### src/rtl/dvi_video_pkg.sv
// rtl/dvi_video_pkg.sv - shared raster phase encoding, standard timings, total helper
// Purpose: phase-state encoding used by both raster axes, reference timing
// constants for 720p/1080p/480p, and a helper that sums phase lengths.
package dvi_video_pkg;

  // One encoding serves both axes; the H and V names are aliases of it.
  typedef enum logic [1:0] {
    PH_ACT  = 2'd0,
    PH_FP   = 2'd1,
    PH_SYNC = 2'd2,
    PH_BP   = 2'd3
  } phase_e;

  typedef phase_e h_state_e;
  typedef phase_e v_state_e;

  localparam int unsigned POS_W     = 12;
  localparam int unsigned MAX_TOTAL = 4096;

  // 1280x720 @ 60 Hz, 74.25 MHz
  localparam int unsigned P720_H_ACTIVE = 1280;
  localparam int unsigned P720_H_FP     = 110;
  localparam int unsigned P720_H_SYNC   = 40;
  localparam int unsigned P720_H_BP     = 220;
  localparam int unsigned P720_V_ACTIVE = 720;
  localparam int unsigned P720_V_FP     = 5;
  localparam int unsigned P720_V_SYNC   = 5;
  localparam int unsigned P720_V_BP     = 20;

  // 1920x1080 @ 60 Hz, 148.5 MHz
  localparam int unsigned P1080_H_ACTIVE = 1920;
  localparam int unsigned P1080_H_FP     = 88;
  localparam int unsigned P1080_H_SYNC   = 44;
  localparam int unsigned P1080_H_BP     = 148;
  localparam int unsigned P1080_V_ACTIVE = 1080;
  localparam int unsigned P1080_V_FP     = 4;
  localparam int unsigned P1080_V_SYNC   = 5;
  localparam int unsigned P1080_V_BP     = 36;

  // 640x480 @ 60 Hz, 25.175 MHz
  localparam int unsigned P480_H_ACTIVE = 640;
  localparam int unsigned P480_H_FP     = 16;
  localparam int unsigned P480_H_SYNC   = 96;
  localparam int unsigned P480_H_BP     = 48;
  localparam int unsigned P480_V_ACTIVE = 480;
  localparam int unsigned P480_V_FP     = 10;
  localparam int unsigned P480_V_SYNC   = 2;
  localparam int unsigned P480_V_BP     = 33;

  function automatic int unsigned calc_total(input int unsigned act, input int unsigned fp,
                                             input int unsigned sync, input int unsigned bp);
    return act + fp + sync + bp;
  endfunction

endpackage

### src/rtl/dvi_timing_axis.sv
// rtl/dvi_timing_axis.sv - one phase FSM plus position counter for a raster axis
// Purpose: walks ACT -> FP -> SYNC -> BP with a per-phase down-counter and a
// position counter that wraps together with the end of BP.
// Ports:
//   clk, reset_n   pixel clock, asynchronous active-low reset
//   restart_i      force position 0 / ACT (idle or first enabled edge)
//   advance_i      step one unit (every clock for H, on h wrap for V)
//   state_nxt_o    state this axis takes at the coming edge
//   pos_o          registered position
//   wrap_o         advance at the last position of the axis
module dvi_timing_axis
  import dvi_video_pkg::*;
#(
  parameter int unsigned ACTIVE = 8,
  parameter int unsigned FP     = 2,
  parameter int unsigned SYNC   = 3,
  parameter int unsigned BP     = 3
) (
  input  logic             clk,
  input  logic             reset_n,
  input  logic             restart_i,
  input  logic             advance_i,
  output phase_e           state_nxt_o,
  output logic [POS_W-1:0] pos_o,
  output logic             wrap_o
);

  if (ACTIVE == 0 || FP == 0 || SYNC == 0 || BP == 0) begin : g_zero_phase
    $error("dvi_timing_axis: every phase length must be at least 1");
  end

  function automatic logic [POS_W-1:0] phase_len_m1(input phase_e s);
    case (s)
      PH_ACT:  return POS_W'(ACTIVE - 1);
      PH_FP:   return POS_W'(FP - 1);
      PH_SYNC: return POS_W'(SYNC - 1);
      default: return POS_W'(BP - 1);
    endcase
  endfunction

  function automatic phase_e phase_next(input phase_e s);
    case (s)
      PH_ACT:  return PH_FP;
      PH_FP:   return PH_SYNC;
      PH_SYNC: return PH_BP;
      default: return PH_ACT;
    endcase
  endfunction

  phase_e           state_q, state_d;
  logic [POS_W-1:0] cnt_q, cnt_d;
  logic [POS_W-1:0] pos_q, pos_d;
  logic             last;

  always_ff @(posedge clk or negedge reset_n) begin
    if (!reset_n) begin
      state_q <= PH_ACT;
      cnt_q   <= phase_len_m1(PH_ACT);
      pos_q   <= '0;
    end else begin
      state_q <= state_d;
      cnt_q   <= cnt_d;
      pos_q   <= pos_d;
    end
  end

  always_comb begin
    state_d = state_q;
    cnt_d   = cnt_q;
    pos_d   = pos_q;
    if (restart_i) begin
      state_d = PH_ACT;
      cnt_d   = phase_len_m1(PH_ACT);
      pos_d   = '0;
    end else if (advance_i) begin
      pos_d = last ? '0 : pos_q + POS_W'(1);
      if (cnt_q == '0) begin
        state_d = phase_next(state_q);
        cnt_d   = phase_len_m1(state_d);
      end else begin
        cnt_d = cnt_q - POS_W'(1);
      end
    end
  end

  // The end of BP is by construction the last position, so the wrap needs no
  // comparison against the total.
  always_comb begin
    last        = (state_q == PH_BP) && (cnt_q == '0);
    wrap_o      = advance_i && !restart_i && last;
    state_nxt_o = state_d;
    pos_o       = pos_q;
  end

endmodule

### src/rtl/dvi_timing_gen.sv
// rtl/dvi_timing_gen.sv - DVI raster timing generator (sync, active qualifier, coordinates)
// Purpose: two chained axis FSMs plus registered, position-aligned outputs.
// Ports:
//   clk, reset_n              pixel clock, asynchronous active-low reset
//   enable                    run when high, idle (reset-value outputs) when low
//   active_pixel              inside both active regions
//   hsync_out, vsync_out      syncs at H_SYNC_POL / V_SYNC_POL when asserted
//   h_count, v_count          current raster position
//   line_start, frame_start   one-clock pulses at h=0 and at (0,0)
module dvi_timing_gen
  import dvi_video_pkg::*;
#(
  parameter int unsigned H_ACTIVE   = P720_H_ACTIVE,
  parameter int unsigned H_FP       = P720_H_FP,
  parameter int unsigned H_SYNC     = P720_H_SYNC,
  parameter int unsigned H_BP       = P720_H_BP,
  parameter int unsigned V_ACTIVE   = P720_V_ACTIVE,
  parameter int unsigned V_FP       = P720_V_FP,
  parameter int unsigned V_SYNC     = P720_V_SYNC,
  parameter int unsigned V_BP       = P720_V_BP,
  parameter bit          H_SYNC_POL = 1'b1,
  parameter bit          V_SYNC_POL = 1'b1
) (
  input  logic        clk,
  input  logic        reset_n,
  input  logic        enable,
  output logic        active_pixel,
  output logic        hsync_out,
  output logic        vsync_out,
  output logic [11:0] h_count,
  output logic [11:0] v_count,
  output logic        line_start,
  output logic        frame_start
);

  localparam int unsigned H_TOTAL = calc_total(H_ACTIVE, H_FP, H_SYNC, H_BP);
  localparam int unsigned V_TOTAL = calc_total(V_ACTIVE, V_FP, V_SYNC, V_BP);

  if (H_TOTAL > MAX_TOTAL || V_TOTAL > MAX_TOTAL) begin : g_total_too_big
    $error("dvi_timing_gen: H_TOTAL and V_TOTAL must not exceed 4096");
  end

  logic   run_q, run_d;
  logic   active_q, active_d;
  logic   hsync_q, hsync_d;
  logic   vsync_q, vsync_d;
  logic   line_start_q, line_start_d;
  logic   frame_start_q, frame_start_d;
  logic   restart;
  logic   h_wrap, v_wrap;
  phase_e h_state_nxt, v_state_nxt;

  // Both axes sit at (0,0) unless already running and still enabled, so the
  // first enabled edge lands on (0,0) rather than stepping past it.
  assign restart = !(run_q && enable);

  dvi_timing_axis #(
    .ACTIVE (H_ACTIVE),
    .FP     (H_FP),
    .SYNC   (H_SYNC),
    .BP     (H_BP)
  ) u_h_axis (
    .clk         (clk),
    .reset_n     (reset_n),
    .restart_i   (restart),
    .advance_i   (1'b1),
    .state_nxt_o (h_state_nxt),
    .pos_o       (h_count),
    .wrap_o      (h_wrap)
  );

  dvi_timing_axis #(
    .ACTIVE (V_ACTIVE),
    .FP     (V_FP),
    .SYNC   (V_SYNC),
    .BP     (V_BP)
  ) u_v_axis (
    .clk         (clk),
    .reset_n     (reset_n),
    .restart_i   (restart),
    .advance_i   (h_wrap),
    .state_nxt_o (v_state_nxt),
    .pos_o       (v_count),
    .wrap_o      (v_wrap)
  );

  // Outputs are computed from the axes' next state so they land on the same
  // edge as the position counters.
  always_comb begin
    run_d         = enable;
    active_d      = enable && (h_state_nxt == PH_ACT) && (v_state_nxt == PH_ACT);
    line_start_d  = enable && (!run_q || h_wrap);
    frame_start_d = enable && (!run_q || v_wrap);
    hsync_d       = (h_state_nxt == PH_SYNC) ? H_SYNC_POL : ~H_SYNC_POL;
    vsync_d       = (v_state_nxt == PH_SYNC) ? V_SYNC_POL : ~V_SYNC_POL;
  end

  always_ff @(posedge clk or negedge reset_n) begin
    if (!reset_n) begin
      run_q         <= 1'b0;
      active_q      <= 1'b0;
      line_start_q  <= 1'b0;
      frame_start_q <= 1'b0;
      hsync_q       <= ~H_SYNC_POL;
      vsync_q       <= ~V_SYNC_POL;
    end else begin
      run_q         <= run_d;
      active_q      <= active_d;
      line_start_q  <= line_start_d;
      frame_start_q <= frame_start_d;
      hsync_q       <= hsync_d;
      vsync_q       <= vsync_d;
    end
  end

  assign active_pixel = active_q;
  assign hsync_out    = hsync_q;
  assign vsync_out    = vsync_q;
  assign line_start   = line_start_q;
  assign frame_start  = frame_start_q;

endmodule

### config.mk
export PLATFORM = sky130hd
export DESIGN_NAME = dvi_timing_gen
export DESIGN_NICKNAME = d
export VERILOG_FILES = /design/src/rtl/dvi_video_pkg.sv /design/src/rtl/dvi_timing_axis.sv /design/src/rtl/dvi_timing_gen.sv
export SDC_FILE = /design/constraint.sdc
export NUM_CORES = 1
export LEC_CHECK = 0
export CAP_MARGIN = 15
export CORE_AREA = 4 4 88 90
export DETAILED_ROUTE_END_ITERATION = 8
export DIE_AREA = 0 0 92 94
export PLACE_DENSITY = 0.83
export SYNTH_ARGS = -nofsm -noshare
export SYNTH_HDL_FRONTEND = slang
export SYNTH_HIERARCHICAL = 1
export SYNTH_SLANG_ARGS = --single-unit
### constraint.sdc
create_clock -name clk -period 2.76 [get_ports clk]
set_input_delay 0.276 -clock clk [delete_from_list [all_inputs] [get_ports clk]]
set_output_delay 0.276 -clock clk [all_outputs]
set_load 0.02 [all_outputs]
Word level (Yosys, flattened, before mapping):

Cells that the tools add are included.
W data, S select, Z words.

* flip-flop bits (word level): 58
* input port bits: 3
* output and inout bits: 29

* muxes and demuxes: 26
* add/subtract/negate cells: 4
* eq/ne operators: 13
* reductions and logical operators: 22

Operator list (number)
* $mux W12: 10
* $pmux W11 S3: 1
* $add A12 B1 Y12 const B: 2
* $logic_not A12 Y1: 2
* $sub A12 B1 Y12 const B: 2
* $mux W2: 10
* $pmux W10 S2: 1
* $eq A2 B2 Y1 const B: 8
* $logic_not A2 Y1: 6
* $pmux W2 S3: 2
* $logic_and A1 B1 Y1: 10
* $eq A2 B1 Y1 const B: 4
* $logic_or A1 B1 Y1: 2
* $mux W1: 2
* $ne A2 B2 Y1 const B: 1
* $reduce_or A2 Y1: 1
* $logic_not A1 Y1: 1

Logic depth before layout (Yosys ltp):

Gate-level depths: netlist of the first run.

* depth after elaboration: 11
* depth in mapped cells: 12

Cells and area by module:

The synthesis of the first run kept the hierarchy.

By module, submodules not included
* dvi_timing_axis (u_h_axis): area each 1740.4 um^2, times used 1, cells an instance 196
* dvi_timing_axis (u_v_axis): area each 1697.9 um^2, times used 1, cells an instance 176
* dvi_timing_gen: area each 205.2 um^2, times used 1, cells an instance 16

Least setup slack after synthesis of the first run:

No wires, ideal clock.

* path kind: register to register
* start: register u_h_axis.cnt_q[8]
* end: register active_q (netlist: active_pixel)
* data arrival time: 2.497 ns
* stages on the path, launching flop included: 11
* setup slack: 0.144 ns
* path buffers: 2
* cell sequence: dfrtp_1 or3_1 clkbuf_2 nor3_1 nand3_1 nor3b_1 clkbuf_1 a21oi_1 a311oi_2 nor4_1 and2_1

* longest elaborated chain between the ends: 7
* elaborated cells between the ends (all ways): 11
* classes of those cells: 4 x mux; 7 x reduce/logical

Ends and longest elaborated chain
* start: declaration: RTL line dvi_timing_axis.sv:51 `logic [POS_W-1:0] cnt_q, cnt_d;`
* start signal: assignment: RTL line dvi_timing_axis.sv:58 `cnt_q <= phase_len_m1(PH_ACT);`
* start signal: assignment: RTL line dvi_timing_axis.sv:62 `cnt_q <= cnt_d;`
* $logic_not A12 Y1: RTL line dvi_timing_axis.sv:89 `last = (state_q == PH_BP) && (cnt_q == '0);`
* $logic_and A1 B1 Y1: RTL line dvi_timing_axis.sv:89
* $logic_and A1 B1 Y1: RTL line dvi_timing_axis.sv:90 `wrap_o = advance_i && !restart_i && last;`
* net h_wrap: RTL line dvi_timing_gen.sv:50 `logic h_wrap, v_wrap;`
* $mux W2: RTL line dvi_timing_axis.sv:75 `end else if (advance_i) begin`
* $mux W2: RTL line dvi_timing_axis.sv:71 `if (restart_i) begin`
* net v_state_nxt[0]: RTL line dvi_timing_gen.sv:51 `phase_e h_state_nxt, v_state_nxt;`
* $logic_not A2 Y1: RTL line dvi_timing_gen.sv:91 `active_d = enable && (h_state_nxt == PH_ACT) && (v_state_nxt == PH_ACT);`
* $logic_and A1 B1 Y1: RTL line dvi_timing_gen.sv:91
* net active_d: RTL line dvi_timing_gen.sv:44 `logic active_q, active_d;`
* end signal: assignment: RTL line dvi_timing_gen.sv:108 `active_q <= active_d;`
* end: declaration: RTL line dvi_timing_gen.sv:44

The timed path passes the listed nets, and every way through them passes these cells.
A chain may end at the register's enable or synchronous reset.

Final worst setup path of the first run:

* start: register u_h_axis.cnt_q[9]
* end: register u_v_axis.pos_q[2] (netlist: u_v_axis/pos_o[2])

* longest elaborated chain between the ends: 4

Ends and longest elaborated chain
* $logic_not A12 Y1: RTL line dvi_timing_axis.sv:89
* $logic_and A1 B1 Y1: RTL line dvi_timing_axis.sv:89
* $logic_and A1 B1 Y1: RTL line dvi_timing_axis.sv:90
* net h_wrap: RTL line dvi_timing_gen.sv:50
* $ne A2 B2 Y1 (no line)
* end signal: assignment: RTL line dvi_timing_axis.sv:63 `pos_q <= pos_d;`
* end: declaration: RTL line dvi_timing_axis.sv:52 `logic [POS_W-1:0] pos_q, pos_d;`

The timed path passes the listed nets, and every way through them passes these cells.

==> results.cfg, run 1 <==
[power]
pwr-share-seq_pct = 47.0
power_frac_comb_pct = 4.3
p_leak_nw = 1.68
vdd_drop_max_mv = 0.285
p_clk_share_pct = 48.6
internal_power_mw = 1.41
power_density_nw_per_um2 = 426
p_sw_mw = 0.419
p_sw_share_pct = 22.9

[placed_design]
io_buffer_count = 31
finalWeightedCongestion = 0.919
dp.cells = 513
hpwl_mm = 6.19

[grt]
grt_util_met3_pct = 4.57
antenna_found_initial = 0
gr-usage-met1_pct = 25.9
gr-usage-all-layers_pct = 21.3
grt_use_met2_pct = 37.2
grt_max_degree = 27
grt_pass1_vias = 3128
gr-total-overflow = 0
grt_pass1_wl_mm = 14.9
grt.busiest_layer = met2

[route]
wl_mm = 8.90
num_vias = 3316
ant_nets = 0
via_per_inst = 6.26
drt-pass1-iter-count = 5
drt_iter0_drc = 173
post_drt_wl_per_cell_um = 16.8
drc = 0

[layout]
fin_nets = 446
layout-drive-gt1-share_pct = 15.5
antenna_cells = 0
n_fill_cell = 607
area_growth_pct = 18.0
stdcell_count = 530

[worst_setup_path]
critical_path.reg2reg.endpoint = u_v_axis/pos_o[2]
worstPathArrival_ns = 2.91
required_ns = 3.04
rrSetupSlack_ns = 0.14
r2r-start = u_h_axis/cnt_q[9]
r2r.worst_path.cells = 8
crit_path_end_kind = flop
crit_type = flop to flop
cp_max_fo = 14
start_kind = flop

[synthesis]
synth_edf_count = 0
synth_top_family_by_area = simple AND/OR/NAND/NOR gates
synth-xor-area-share_pct = 0.240
netlist_top_cells_area = dfrtp_1 (29%), dfstp_2 (12%), ha_1 (5.8%)
synth_warnings = 6
avgSynthCellArea_um2 = 9.39
seq_area_frac_synth_pct = 40.4
syn_inst = 388
ys_seq_elements = 58
synthFlopType = dfrtp_1
syn_area_um2 = 3640
synth_mux_area_share_pct = 1.24
synth-adder-area-share_pct = 5.84
yosys.area_share.simple_pct = 24.4
synth_cell_type_count = 71
yosys.area.top_type = dfrtp_1
yosysTopAreaCellShare_pct = 28.8
synth_compound_area_share_pct = 23.2
ys_async_sr_fraction_pct = 100

[job]
cap_violations = 0

[clocking]
cts_root_buffer = clkbuf_8
postCtsSetupBuffers = 0
clk_pin_slew_worst_paths_ns = 0.07
clockBufferDepth = 2
cts_buffers = 9
h-tree-depth = 3
clock_latency_ns = 0.35
clock-sinks = 58
cts_tree = done

[die]
die_h_um = 94
start_util_pct = 51.6
die_width_um = 92
rows = 31
coreArea_um2 = 7060
ios = 32
die-area_um2 = 8650

[timing]
whs_ns = 0.431
final-hold-violation-count = 0
slew_headroom_pct = 45.5
tns_ns = 0
finalCritPeriodShare_pct = 95.0
setup_viol = 0
drv_slew = 0
worst_slew_pin_slew_ns = 0.815
period_minus_slack_ns = 2.62
rsz0062_at_grt = no
fmax_mhz = 381
skew_ns = 0.00761

[outcome]
status = finished, final reports clean

[worst_hold_path]
holdCritPathClass = input port to asynchronous set/reset pin
synthesized netlist by cell type, drive strengths merged, types with 3 or more instances:
library cell,n
a2111oi,3
a211o,3
a211oi,3
a21o,7
a21oi,16
a221o,3
a221oi,6
a22o,12
a22oi,4
a31o,5
a31oi,6
and2,5
buf,6
clkbuf,11
dfrtp,42
dfstp,16
ha,17
inv,19
mux2,4
nand2,17
nand2b,3
nand3,19
nand4,9
nor2,37
nor2b,8
nor3,16
nor3b,4
nor4,7
o21ai,18
o31ai,5
o32a,4
or2,5
or3,13
or4,7
sequential cells by signal (all words and copies together), names as in the netlist:
signal	flops
active_pixel	1
frame_start	1
hsync_out	1
line_start	1
run_q	1
u_h_axis/cnt_q	12
u_h_axis/pos_o	12
u_h_axis/state_q	2
u_v_axis/cnt_q	12
u_v_axis/pos_o	12
u_v_axis/state_q	2
vsync_out	1
metal layers:
| layer | part of all wire, % | wire length [µm] |
|---|---|---|
| met1 | 42 | 3760 |
| met2 | 51 | 4510 |
| met3 | 5.5 | 489 |
| met4 | 1.6 | 142 |
| met5 | 0 | 0 |
cell type report:
| cell class | instances | area, µm² | area share, % |
|---|---|---|---|
| Sequential cell | 58 | 1470 | 34.2 |
| Clock buffer | 11 | 141 | 3.29 |
| Tap cell | 99 | 124 | 2.88 |
| Multi-Input combinational cell | 296 | 2020 | 47.1 |
| Clock inverter | 5 | 77.6 | 1.80 |
| Inverter | 19 | 71.3 | 1.66 |
| Timing Repair Buffer | 42 | 390 | 9.08 |
metrics by stage:
stage / power, mW / setup WS (ns) / utilization, % / instance area (µm²)
after global placement: 0.950 / 0.154 / 57.5 / 4060
after CTS: 1.85 / 0.00597 / 60.7 / 4290
final: 1.83 / 0.138 / 60.9 / 4300
after global routing: 1.90 / 0.0271 / 60.9 / 4300
after detailed placement: 0.952 / 0.0186 / 57.5 / 4060
after floorplan: 0.916 / 0.144 / - / 3650
kinds of logic (layout without fill, tap and decap cells):
kind of cell / count (synthesis) / after routing
other: 1 / 3
buffers and inverters: 36 / 77
AO/OA/AOI/OAI: 113 / 113
adder cells (fa/ha/maj): 17 / 17
multiplexers: 4 / 4
XOR/XNOR: 1 / 1
flip-flops: 58 / 58
AND/OR/NAND/NOR: 158 / 158
critical path, stage by stage, from the launching register on:
cell,delay [ns]
dfrtp_1,0.42
or3_1,0.46
nor3_2,0.23
nand3_1,0.15
nor3b_2,0.27
nand2b_1,0.18
buf_4,0.23
a2111oi_1,0.44
a221o_1,0.17
power by group through the flow:
stage	clock network [mW]	logic, mW	registers (mW)
5_1_grt	0.946	0.0882	0.861
6_report	0.891	0.0793	0.861
3_3_place_gp	0	0.0744	0.876
2_1_floorplan	0	0.0364	0.880
4_1_cts	0.907	0.0775	0.861
3_5_place_dp	0	0.0763	0.876
timing repair:
item	CTS	global route
hold buffers	1	0
endpoints found under the setup margin	0	14
hold endpoints to repair	17	0
resized for setup	0	3
worst max-delay path by stage:
stage	slack [ns]	end	from	depth (start not counted)
floorplan	0.14	active_pixel	u_h_axis/cnt_q[8]	10
CTS	0.006	u_v_axis/pos_o[2]	u_h_axis/cnt_q[9]	8
global route	0.03	u_v_axis/pos_o[2]	u_h_axis/cnt_q[9]	8
finish	0.14	u_v_axis/pos_o[2]	u_h_axis/cnt_q[9]	8
global placement	0.15	u_v_axis/cnt_q[11]	u_h_axis/cnt_q[9]	8
detailed placement	0.02	u_v_axis/pos_o[2]	u_h_axis/cnt_q[9]	8
cells in the final DEF, fill, tap and decap left out, types with 15 or more instances in the layout:
cell type,n
a21oi_1,15
dfrtp_1,42
nor2_1,37
nand2_1,17
nand3_1,18
ha_1,17
dfstp_2,16
clkdlybuf4s50_1,30
inv_1,18
Note: power is estimated with default switching activity, not from simulation.
==> run 2: changes to the inputs <==
Settings changed: CORE_AREA 4 4 88 90 to 2 2 86 88, DIE_AREA 0 0 92 94 to 0 0 88 90.
==> run 2 against run 1 <==
Effect of this change: fmax down 0.63%; critical path type unchanged; cell count down 0.57%; wire length down 3.2%; largest cell class unchanged; combinational power down 3.2%; worst setup slack worse by 0.017 ns; register-to-register slack worse by 0.02 ns; first-iteration DRC count up 7.5%; die area down 8.4%; critical path depth up 2.
==> results.cfg, run 2 (synthesized netlist as in run 1, its figures left out) <==
[outcome]
status = finished, final reports clean

[timing]
drv_slew = 0
whs_ns = 0.455
skew_ns = 0.0146
period_minus_slack_ns = 2.64
finalCritPeriodShare_pct = 95.6
worst_slew_pin_slew_ns = 0.883
fmax_mhz = 379
slew_headroom_pct = 40.9
setup_viol = 0
final-hold-violation-count = 0

[layout]
layout-drive-gt1-share_pct = 15.0
layout.cells.most_common = dfrtp_1
utilization_pct = 60.7
antenna_cells = 0
stdcell_count = 527
layout_common_cells = dfrtp_1 (42), nor2_1 (37), clkdlybuf4s50_1 (30), inv_1 (18), nand3_1 (18)
area_growth_pct = 17.0
fin_nets = 444

[worst_setup_path]
required_ns = 3.03
path_buf_inv = 2
critPathMaxStageDelay_ns = 0.42
slowest_stage = dfrtp_1
crit_type = flop to flop
worstPathArrival_ns = 2.91
cp_max_fo = 9
crit_path_end_kind = flop
crit_chain = or3_1 -> nor3_1 -> nand3_1 -> nor3b_2 -> buf_4 -> inv_1 -> o21ai_1 -> a21oi_1 -> nor4_1 -> and2_1
start_kind = flop
critical-path-top-delay-family = simple AND/OR/NAND/NOR gates

[route]
drt_iter0_drc = 186
drt-pass1-iter-count = 5
drc = 0
num_vias = 3311
met2WireLength_mm = 4.29
ant_nets = 0
wl_met3_um = 541
wl_mm = 8.61
via_per_inst = 6.28
post_drt_wl_per_cell_um = 16.3
highest_layer = met4
m1WireLength_mm = 3.63

[power]
p_leak_nw = 1.66
power_density_nw_per_um2 = 409
vdd_drop_max_mv = 0.238

[grt]
grt_pass1_vias = 3115
grt_max_degree = 41
antenna_found_initial = 0
gr-total-overflow = 0
gr-usage-all-layers_pct = 23.1
grt_pass1_wl_mm = 14.7

[clocking]
clockBufferDepth = 2
cts_root_buffer = clkbuf_8
h-tree-depth = 3
clock-sinks = 58
cts_tree = done
clk_pin_slew_worst_paths_ns = 0.07
clock_latency_ns = 0.34
cts_buffers = 9

[worst_hold_path]
holdCritPathClass = input port to asynchronous set/reset pin

[die]
coreArea_um2 = 7020
die-area_um2 = 7920
start_util_pct = 51.9
die_width_um = 88
rows = 31
ios = 32
die_h_um = 90

[placed_design]
dp.cells = 511
finalWeightedCongestion = 0.892
io_buffer_count = 31
hpwl_mm = 5.85

[job]
cap_violations = 0
[run 2: cell types whose count changed in the layout (fill, tap and decap cells not counted)]
| cell | before | now |
|---|---|---|
| a2111oi_0 | 1 | 2 |
| a2111oi_1 | 2 | 1 |
| buf_4 | 10 | 8 |
| bufinv_16 | 2 | 1 |
| clkbuf_1 | 1 | 0 |
| clkbuf_8 | 10 | 11 |
| clkinv_2 | 2 | 1 |
| clkinv_4 | 0 | 1 |
| nor3_1 | 14 | 15 |
| nor3_2 | 1 | 0 |
[run 2: worst paths after layout]
path                                     end  cells after the start         startpoint  slack [ns]
setup / recovery                active_pixel                     10  u_h_axis/cnt_q[8]        0.12
hold / removal             u_v_axis/pos_o[6]                      2            reset_n        0.45
setup reg to reg                active_pixel                     10  u_h_axis/cnt_q[8]        0.12
hold reg to reg                   line_start                      1              run_q        0.48
max in group asynchronous  u_h_axis/cnt_q[2]                      3            reset_n        1.44
min in group clk                  line_start                      1              run_q        0.48
[run 2: timing repair]
item                       in CTS  in global routing
hold endpoints to repair       15                  0
resized for setup               0                  1
setup endpoints to repair       0                  7
hold buffers                    1                  0
setup buffers                   0                  0
[run 2: worst register-to-register path, delay by kind of cell (launching register included)]
kind	cells	cell delay, ns
buf+inv	2	0.32
simple gates	6	1.57
compound gates	2	0.28
flops	1	0.42
[run 2: per-layer routing]
metal,up-vias,global-route usage [%]
li1,1545,-
met2,142,35.9
met4,0,10.1
met1,1604,31.1
met3,20,4.22
met5,-,0
[run 2: cell type report]
| type | instances | area (µm²) |
|---|---|---|
| clock buffer | 11 | 151 |
| clock inverter | 4 | 51.3 |
| fill | 597 | 2760 |
| inverter | 19 | 71.3 |
| multi-input combinational | 296 | 2020 |
| sequential | 58 | 1470 |
| tap | 99 | 124 |
| timing repair buffer | 40 | 375 |
[run 2: stage by stage]
step	setup TNS, ns	power, mW	instance area [µm²]	setup WS [ns]
floorplan	0	0.916	3650	0.144
global placement	0	0.947	4040	0.233
detailed placement	0	0.949	4040	0.0946
CTS	0	1.75	4260	0.0708
global route	-0.0211	1.81	4260	-0.0112
finish	0	1.74	4260	0.121
[run 2: power breakdown]
part | total, mW | switching (mW) | internal [mW]
combinational | 0.0768 | 0.0543 | 0.0225
clock | 0.805 | 0.344 | 0.461
sequential | 0.861 | 0.00387 | 0.857
